<file path="src/rtl/qa_prolog_pkg.sv">
// Shared types and constants for the QA-Prolog query hardware.
//   state_t      : enumerator FSM state encoding
//   DEF_NUM_BITS : default integer operand width
package qa_prolog_pkg;

    localparam int unsigned DEF_NUM_BITS = 3;

    typedef enum logic [1:0] {
        IDLE  = 2'd0,
        SWEEP = 2'd1,
        HOLD  = 2'd2,
        DONE  = 2'd3
    } state_t;

endpackage : qa_prolog_pkg

</file>
<file path="src/rtl/query_enumerator_if.sv">
// Solution output channel of the query enumerator (valid/ready handshake).
//   out_valid : a solution pair is presented (master -> slave)
//   out_ready : consumer accepts the pair        (slave -> master)
//   out_a     : solution operand A               (master -> slave)
//   out_b     : solution operand B               (master -> slave)
interface query_enumerator_if
    import qa_prolog_pkg::*;
#(
    parameter int unsigned NUM_BITS = DEF_NUM_BITS
);

    logic                out_valid;
    logic                out_ready;
    logic [NUM_BITS-1:0] out_a;
    logic [NUM_BITS-1:0] out_b;

    modport master (output out_valid, output out_a, output out_b, input  out_ready);
    modport slave  (input  out_valid, input  out_a, input  out_b, output out_ready);

endinterface : query_enumerator_if

</file>
<file path="src/rtl/mult_check.sv">
// Combinational match for mult(A,B,C): valid when A*B, truncated to
// NUM_BITS, equals C -- same wrap-around as the generated Query netlist.
//   a, b  : candidate operands
//   c     : target product
//   valid : candidate satisfies the relation
module mult_check
    import qa_prolog_pkg::*;
#(
    parameter int unsigned NUM_BITS = DEF_NUM_BITS
) (
    input  logic [NUM_BITS-1:0] a,
    input  logic [NUM_BITS-1:0] b,
    input  logic [NUM_BITS-1:0] c,
    output logic                valid
);

    // NUM_BITS-wide context drops the high half of the product (mod 2^NUM_BITS)
    logic [NUM_BITS-1:0] prod;

    assign prod  = a * b;
    assign valid = (prod == c);

endmodule : mult_check

</file>
<file path="src/rtl/query_enumerator.sv">
// Enumerates every (A,B) with A*B mod 2^NUM_BITS == target, one candidate
// per cycle, A-major, and streams solutions over a valid/ready channel.
//   clk, rst_n : clock, asynchronous active-low reset
//   start      : begin a sweep (accepted only in IDLE)
//   abort      : stop a sweep in progress, no done pulse
//   target     : product C, latched on accepted start
//   out_if     : solution channel (out_valid/out_ready/out_a/out_b)
//   busy       : high in SWEEP, HOLD and DONE
//   done       : one-cycle pulse at sweep end
//   sol_count  : solutions emitted in the current or last sweep
module query_enumerator
    import qa_prolog_pkg::*;
#(
    parameter int unsigned NUM_BITS = DEF_NUM_BITS,
    parameter int unsigned CNT_W    = 2*NUM_BITS+1
) (
    input  logic                clk,
    input  logic                rst_n,
    input  logic                start,
    input  logic                abort,
    input  logic [NUM_BITS-1:0] target,
    query_enumerator_if.master  out_if,
    output logic                busy,
    output logic                done,
    output logic [CNT_W-1:0]    sol_count
);

    localparam int unsigned CAND_W = 2*NUM_BITS;

    state_t              state;
    logic [NUM_BITS-1:0] target_q;
    logic [CAND_W-1:0]   cand;       // {A,B}: incrementing walks A-major, B-minor
    logic                exhausted;  // last candidate already evaluated
    logic                match_c;
    logic                stall_c;
    logic                last_c;
    logic [NUM_BITS-1:0] cand_a_c;
    logic [NUM_BITS-1:0] cand_b_c;

    assign cand_a_c = cand[CAND_W-1:NUM_BITS];
    assign cand_b_c = cand[NUM_BITS-1:0];
    assign last_c   = (cand == {CAND_W{1'b1}});
    // presented pair will still be occupying the output after this edge
    assign stall_c  = out_if.out_valid && !out_if.out_ready;

    mult_check #(.NUM_BITS(NUM_BITS)) u_mult_check (
        .a     (cand_a_c),
        .b     (cand_b_c),
        .c     (target_q),
        .valid (match_c)
    );

    // Enumerator FSM with registered outputs
    always_ff @(posedge clk or negedge rst_n) begin
        if (!rst_n) begin
            state            <= IDLE;
            target_q         <= '0;
            cand             <= '0;
            exhausted        <= 1'b0;
            out_if.out_valid <= 1'b0;
            out_if.out_a     <= '0;
            out_if.out_b     <= '0;
            busy             <= 1'b0;
            done             <= 1'b0;
            sol_count        <= '0;
        end else begin
            done <= 1'b0;
            case (state)
                IDLE: begin
                    if (start) begin
                        target_q  <= target;
                        sol_count <= '0;
                        cand      <= '0;
                        exhausted <= 1'b0;
                        busy      <= 1'b1;
                        state     <= SWEEP;
                    end
                end

                SWEEP: begin
                    if (abort) begin
                        out_if.out_valid <= 1'b0;
                        busy             <= 1'b0;
                        state            <= IDLE;
                    end else if (exhausted) begin
                        // drain the final pair before signalling completion
                        if (!stall_c) begin
                            out_if.out_valid <= 1'b0;
                            done             <= 1'b1;
                            state            <= DONE;
                        end
                    end else if (match_c && stall_c) begin
                        state <= HOLD;
                    end else begin
                        if (match_c) begin
                            out_if.out_a     <= cand_a_c;
                            out_if.out_b     <= cand_b_c;
                            out_if.out_valid <= 1'b1;
                            sol_count        <= sol_count + CNT_W'(1);
                        end else if (out_if.out_ready) begin
                            out_if.out_valid <= 1'b0;
                        end
                        cand      <= cand + CAND_W'(1);
                        exhausted <= last_c;
                    end
                end

                HOLD: begin
                    // candidate frozen; out_valid is high here, so ready is the transfer
                    if (abort) begin
                        out_if.out_valid <= 1'b0;
                        busy             <= 1'b0;
                        state            <= IDLE;
                    end else if (out_if.out_ready) begin
                        out_if.out_a     <= cand_a_c;
                        out_if.out_b     <= cand_b_c;
                        out_if.out_valid <= 1'b1;
                        sol_count        <= sol_count + CNT_W'(1);
                        cand             <= cand + CAND_W'(1);
                        exhausted        <= last_c;
                        state            <= SWEEP;
                    end
                end

                DONE: begin
                    busy  <= 1'b0;
                    state <= IDLE;
                end

                default: begin
                    busy  <= 1'b0;
                    state <= IDLE;
                end
            endcase
        end
    end

endmodule : query_enumerator
</file>
<file path="src/flat_wrapper.sv">
// flat-port wrapper written by rule: the top's interface ports become plain ports
module query_enumerator_flat import qa_prolog_pkg::*;
#(
    parameter int unsigned NUM_BITS = DEF_NUM_BITS,
    parameter int unsigned CNT_W    = 2*NUM_BITS+1
)
  (clk, rst_n, start, abort, target, busy, done, sol_count, out_if_out_valid, out_if_out_a, out_if_out_b, out_if_out_ready);
  query_enumerator_if #(.NUM_BITS(NUM_BITS)) out_if_i ();
  input  logic clk;
  input  logic rst_n;
  input  logic start;
  input  logic abort;
  input  logic [NUM_BITS-1:0] target;
  output logic busy;
  output logic done;
  output logic [CNT_W-1:0] sol_count;
  output wire logic [$bits(out_if_i.out_valid)-1:0] out_if_out_valid;
  output wire logic [$bits(out_if_i.out_a)-1:0] out_if_out_a;
  output wire logic [$bits(out_if_i.out_b)-1:0] out_if_out_b;
  input wire logic [$bits(out_if_i.out_ready)-1:0] out_if_out_ready;
  assign out_if_out_valid = out_if_i.out_valid;
  assign out_if_out_a = out_if_i.out_a;
  assign out_if_out_b = out_if_i.out_b;
  assign out_if_i.out_ready = out_if_out_ready;
  query_enumerator #(.NUM_BITS(NUM_BITS), .CNT_W(CNT_W)) u_core (.clk(clk), .rst_n(rst_n), .start(start), .abort(abort), .target(target), .out_if(out_if_i), .busy(busy), .done(done), .sol_count(sol_count));
endmodule
</file>
<file path="config.mk">
export PLATFORM = sky130hd
export DESIGN_NAME = query_enumerator_flat
export DESIGN_NICKNAME = d
export VERILOG_FILES = /design/src/rtl/qa_prolog_pkg.sv /design/src/rtl/query_enumerator_if.sv /design/src/rtl/mult_check.sv /design/src/rtl/query_enumerator.sv /design/src/flat_wrapper.sv
export SDC_FILE = /design/constraint.sdc
export NUM_CORES = 1
export LEC_CHECK = 0
export CORE_ASPECT_RATIO = 0.7
export CORE_MARGIN = 2
export CORE_UTILIZATION = 40
export CTS_CLUSTER_SIZE = 30
export DETAILED_ROUTE_END_ITERATION = 8
export PLACE_DENSITY_LB_ADDON = 0.25
export SYNTH_ARGS = -nofsm -noshare
export SYNTH_HDL_FRONTEND = slang
export SYNTH_SLANG_ARGS = --single-unit
</file>
<file path="constraint.sdc">
create_clock -name clk -period 2.2 [get_ports clk]
set_input_delay 0.44 -clock clk [delete_from_list [all_inputs] [get_ports clk]]
set_output_delay 0.44 -clock clk [all_outputs]
set_load 0.03 [all_outputs]
</file>
== Word level (Yosys, flattened, before mapping) ==
Index checks and enable logic that the tools add are counted.

* $add $sub $neg: 2
* $mul: 1
* Eq/ne operators: 18
* Mux-type cells: 60
* Reduce and logical (&&, ||, !) cells: 15

{| class="wikitable"
|+ Operators with widths
! operator !! count
|-
| two-way mux 7 bit || 7
|-
| two-way mux 3 bit || 12
|-
| two-way mux 6 bit || 6
|-
| case mux 7 bit (3 select lines) || 1
|-
| two-way mux 1 bit || 20
|-
| case mux 6 bit (3 select lines) || 1
|-
| two-way mux 2 bit || 7
|-
| AND reduction 7 bit || 2
|-
| inequality test 2 bit, second input constant || 6
|-
| case mux 3 bit (2 select lines) || 2
|-
| AND reduction 5 bit || 2
|-
| case mux 2 bit (4 select lines) || 1
|-
| AND reduction 8 bit || 1
|-
| adder 7 x 1 -> 7 bit, second input constant || 1
|-
| adder 6 x 1 -> 6 bit, second input constant || 1
|-
| == test 6 bit, second input constant || 1
|-
| case mux 1 bit (3 select lines) || 2
|-
| inequality test 5 x 3 -> 1 bit, second input constant || 1
|-
| == test 2 bit, second input constant || 2
|-
| inequality test 2 x 1 -> 1 bit, second input constant || 2
|-
| inequality test 4 x 2 -> 1 bit, second input constant || 1
|-
| inequality test 4 x 3 -> 1 bit, second input constant || 1
|-
| inequality test 4 bit, second input constant || 1
|-
| AND reduction 2 bit || 2
|-
| 12 further kinds || 13
|}

* Bits in registers: 28
* Input bits: 8
* Output and inout bits: 16
* Word-level logic and storage cells: 106

== Logic depth before layout (Yosys ltp) ==
* Depth after elaboration: 7
* Mapped depth: 10
* Depth with buffers taken out: 8

== By module ==
Synthesis repeated with hierarchy kept, for this count alone.

* Cell total of the unflattened synthesis: 165
* Area, all modules: 1,682.9 sq um

{| class="wikitable"
|+ By module, submodules not included
! module !! instances !! cells each !! area an instance (sq um) !! seq. area each (sq um)
|-
| query_enumerator || 1 || 151 || 1,580.3 || 700.7
|-
| mult_check || 1 || 14 || 102.6 || 0.0
|}

== Least setup slack after synthesis ==
OpenSTA, ideal clock, no wires.

* Kind: register -> register
* From: register u_core.cand[3]
* To: register u_core.out_if.out_a[0]
* Library setup time: 0.125 ns
* Arrival time: 2.222 ns
* Data required time: 2.075 ns
* Setup slack: -0.147 ns
* Stages on the path, launching flop included: 10
* Buffers on the path: 1
* Clock period less this slack: 2.347 ns
* Cell sequence: dfrtp_1 -> buf_2 -> and2_1 -> ha_1 -> xnor2_2 -> xnor2_2 -> xnor2_2 -> nand3_2 -> a211o_4 -> mux2_4

* Cells in the longest elaborated chain, start to end: 5
* Elaborated cells between the ends (all ways): 13
* Classes of those cells: mul (1); eq/ne (3); mux (7); reduce/logical (2)

{| class="wikitable"
|+ RTL lines
! what !! RTL line !! RTL
|-
| from (decl) || query_enumerator.sv:32 || <nowiki>logic [CAND_W-1:0] cand;</nowiki>
|-
| from (signal assigned) || query_enumerator.sv:103 || <nowiki>cand <= cand + CAND_W'(1);</nowiki>
|-
| from (signal assigned) || query_enumerator.sv:119 || <nowiki>cand <= cand + CAND_W'(1);</nowiki>
|-
| multiplier 3 x 3 -> 3 bit or two-way mux 3 bit (tied branches) || mult_check.sv:20, query_enumerator.sv:95 ||
|-
| == test 3 bit or two-way mux 3 bit (tied branches) || mult_check.sv:21, query_enumerator.sv:92 ||
|-
| logical AND 1 bit or two-way mux 3 bit (tied branches) || query_enumerator.sv:92, query_enumerator.sv:85 ||
|-
| inequality test 2 bit (no source line) or two-way mux 3 bit (tied branches) || -- ||
|-
| AND reduction 7 bit (no source line) or case mux 3 bit (2 select lines) (tied branches) || -- ||
|-
| to (signal assigned) || query_enumerator.sv:96 || <nowiki>out_if.out_a <= cand_a_c;</nowiki>
|-
| to (signal assigned) || query_enumerator.sv:115 || <nowiki>out_if.out_a <= cand_a_c;</nowiki>
|-
| to (decl) || query_enumerator_if.sv:17 || <nowiki>modport master (output out_valid, output out_a, output out_b, input out_ready);</nowiki>
|}

Several ways; a longest one is shown, not always the timed one. The select of a mux whose other input is x is not followed.
A chain may end at the register's enable or synchronous reset.

== Worst setup path in the final report ==
* From: register u_core.cand[1]
* To: register u_core.cand[5]

* Cells in the longest elaborated chain, start to end: 5
* Elaborated cells between the ends (all ways): 12
* Classes of those cells: add/sub (1); mul (1); eq/ne (2); mux (6); reduce/logical (2)

{| class="wikitable"
|+ RTL lines
! what !! RTL line
|-
| multiplier 3 x 3 -> 3 bit or adder 6 x 1 -> 6 bit (tied branches) || mult_check.sv:20, query_enumerator.sv:103, query_enumerator.sv:119
|-
| == test 3 bit or two-way mux 6 bit (tied branches) || mult_check.sv:21, query_enumerator.sv:92
|-
| logical AND 1 bit or two-way mux 6 bit (tied branches) || query_enumerator.sv:92, query_enumerator.sv:85
|-
| inequality test 2 bit (no source line) or two-way mux 6 bit (tied branches) || --
|-
| AND reduction 7 bit (no source line) or case mux 6 bit (3 select lines) (tied branches) || --
|}

Several ways; a longest one is shown, not always the timed one. The select of a mux whose other input is x is not followed.

==> impl_metrics.env <==
export IMPL_dpl_hpwl_um=2780
export IMPL_die_w_um=82.1
export IMPL_yosysWarnings=0
export IMPL_synth_cell_types=42
export IMPL_cp_max_fo=5
export IMPL_fin_worst_skew_ps=1.52
export IMPL_grt_max_degree=29
export IMPL_grt_ovfl_total=0
export IMPL_grt_pass1_vias=1332
export IMPL_layout_commonest_cell="dfrtp_1"
export IMPL_worst_setup_path_type="reg -> reg"
export IMPL_design_area_mm2=0.00220
export IMPL_layout_min_cycle_time_ps=2160
export IMPL_cts_max_level=1
export IMPL_timing_final_max_slew_violations=0
export IMPL_cts_tree="yes"
export IMPL_end_kind="flip-flop"
export IMPL_drc=0
export IMPL_io_pins=24
export IMPL_drv_cap=0
export IMPL_drt_iter0_drc=72
export IMPL_hp_class="reg -> reg"
export IMPL_die_area_mm2=0.00481
export IMPL_initial_utilization_pct=42.5
export IMPL_period_share_pct=98.3
export IMPL_leakage_uw=0.000995
export IMPL_wl_per_cell_um=15.1
export IMPL_p_per_area_mw_per_mm2=1380
export IMPL_syn_area_mm2=0.00171
export IMPL_vias_per_cell=5.28
export IMPL_ys_flop_type="dfrtp_1"
export IMPL_clkTransAtPathRegs_ps=90
export IMPL_synth_edf_count=0
export IMPL_std_cell_rows=19
export IMPL_antenna_cells=0
export IMPL_required_ps=2390
export IMPL_synth_nets=183
export IMPL_cts_path_max_buffers=2
export IMPL_io_buffers=23
export IMPL_worstPathArrival_ps=2350
export IMPL_outcome="finished, final reports clean"
export IMPL_ir_drop_mv=1.01
export IMPL_finalNetCount=222
export IMPL_rsz0062_at_grt="yes"
export IMPL_start_kind="flip-flop"
export IMPL_syn_inst=167
export IMPL_antenna_left=0
export IMPL_grt_pass1_wl_um=6220
export IMPL_slew_headroom_pct=75.8
export IMPL_dp_cells=252
export IMPL_wl_um=3880
export IMPL_setup_viol=0
export IMPL_core_mm2=0.00402
export IMPL_avgSynthCellArea_um2=10.2
export IMPL_placed_area_mm2=0.00211
export IMPL_clk_latency_ps=270
export IMPL_antenna_found_initial=0
export IMPL_area_delta_synth_final_pct=29.1
export IMPL_gp_congestion=0.806
export IMPL_cts_sinks=28
export IMPL_vias=1352
export IMPL_max_freq_ghz=0.463
export IMPL_cts_buffers=3
export IMPL_drive_above_1_share_pct=25.0
export IMPL_synth_yosys_seq_area_share_pct=41.1
export IMPL_worst_pin_slew_ps=363
export IMPL_ys_seq_elements=28
export IMPL_hold_viol_final=0
export IMPL_clockRootBuffer="clkbuf_8"
export IMPL_ys_async_sr_fraction_pct=100
export IMPL_die_y_um=58.7
export IMPL_dr_pass1_iters=4
export IMPL_final_cell_mix="dfrtp_1, nand2_1, clkdlybuf4s50_1"
export IMPL_cts_hold_buffers=0
export IMPL_grt_total_usage_pct=17.1
export IMPL_final_cells=256
-- sequential cells by signal (all words and copies together), names as in the netlist, 2 cells and up --
| signal | flops |
|---|---|
| u_core.target_q | 3 |
| u_core.cand | 6 |
| u_core.out_if.out_a | 3 |
| u_core.sol_count | 7 |
| u_core.state | 2 |
| u_core.out_if.out_b | 3 |
-- through the flow --
step,setup TNS [ps],utilization (%),setup WS (ps),hold WS (ps),total power (uW)
2_1_floorplan,-183,-,-30.5,144,2090
3_3_place_gp,-20.1,52.5,-20.1,489,2660
3_5_place_dp,-46.8,52.5,-22.3,496,2710
4_1_cts,0,53.5,5.37,518,3000
5_1_grt,-198,54.8,-29.9,536,3260
6_report,0,54.8,37.8,514,3050
-- path summary, 6_finish.rpt --
kind | from | endpoint | slack, ps | cells after the start
setup / recovery | u_core.cand[1] | u_core.cand[5] | 40 | 9
hold / removal | u_core.busy | u_core.busy | 510 | 1
setup reg to reg | u_core.cand[1] | u_core.cand[5] | 40 | 9
hold reg to reg | u_core.busy | u_core.busy | 510 | 1
max in group asynchronous | rst_n | u_core.out_if.out_valid | 1400 | 2
min in group asynchronous | rst_n | u_core.out_if.out_b[1] | 540 | 2
-- metal layers --
metal | global-route usage [%] | part of all wire, %
met5 | 0 | 0
met3 | 3.37 | 3.8
met1 | 24.9 | 51
met4 | 3.10 | 0.41
met2 | 26.9 | 45
-- cells by family after synthesis --
kind of cell	after synthesis	share of synthesized area (%)
mux	16	11.5
flops	28	41.1
compound gates	31	14.2
simple gates	66	19.5
xor+xnor	5	4.33
buf+inv	13	3.52
fa+ha+maj	8	5.87
-- cells in the mapped netlist (2+ instances only) --
cell type   n  area, um2
and2_1      4       25.0
nand2_1    27        101
xnor2_2     4       65.1
nand3b_1    3       22.5
nor3_1      4       20.0
a21oi_1     3       15.0
nand3_1     9       45.0
o211a_1     2       20.0
o221ai_1    2       17.5
mux2_2      5       56.3
or3_1       2       12.5
o211ai_1    2       15.0
and3_1      4       25.0
o31ai_1     3       22.5
inv_1       6       22.5
mux2_4      6       90.1
mux2i_1     5       50.1
buf_2       3       15.0
nor2_1      4       15.0
clkbuf_1    3       11.3
a31oi_1     3       18.8
nand2b_1    2       12.5
dfrtp_1    28        701
nor2b_1     3       18.8
ha_1        8        100
o21ai_0     6       30.0
-- power breakdown --
part	leakage (uW)	total, uW	internal (uW)	switching [uW]
Clock	0.0000216	277	123	154
Combinational	0.000608	1930	874	1050
Sequential	0.000365	844	688	156
Total	0.000995	3050	1680	1360
-- critical path, stage by stage, from the launching register on --
cell,delay [ps]
dfrtp_1,390
and2_4,160
ha_4,170
xnor2_4,130
xnor2_2,150
xnor2_2,170
buf_4,170
a41o_4,260
or2_4,270
o31ai_2,220
-- area by class of cell --
cell class,instances,area [um2]
Multi-Input combinational cell,126,1010
Inverter,6,22.5
Tap cell,52,65.1
Timing Repair Buffer,41,365
Clock buffer,3,41.3
Fill cell,344,1810
Sequential cell,28,701
-- repair_timing --
item,CTS,global route
setup buffers,0,1
setup endpoints to repair,0,13
hold endpoints to repair,0,0
resized for setup,0,10
Note: power is estimated with default switching activity, not from simulation.
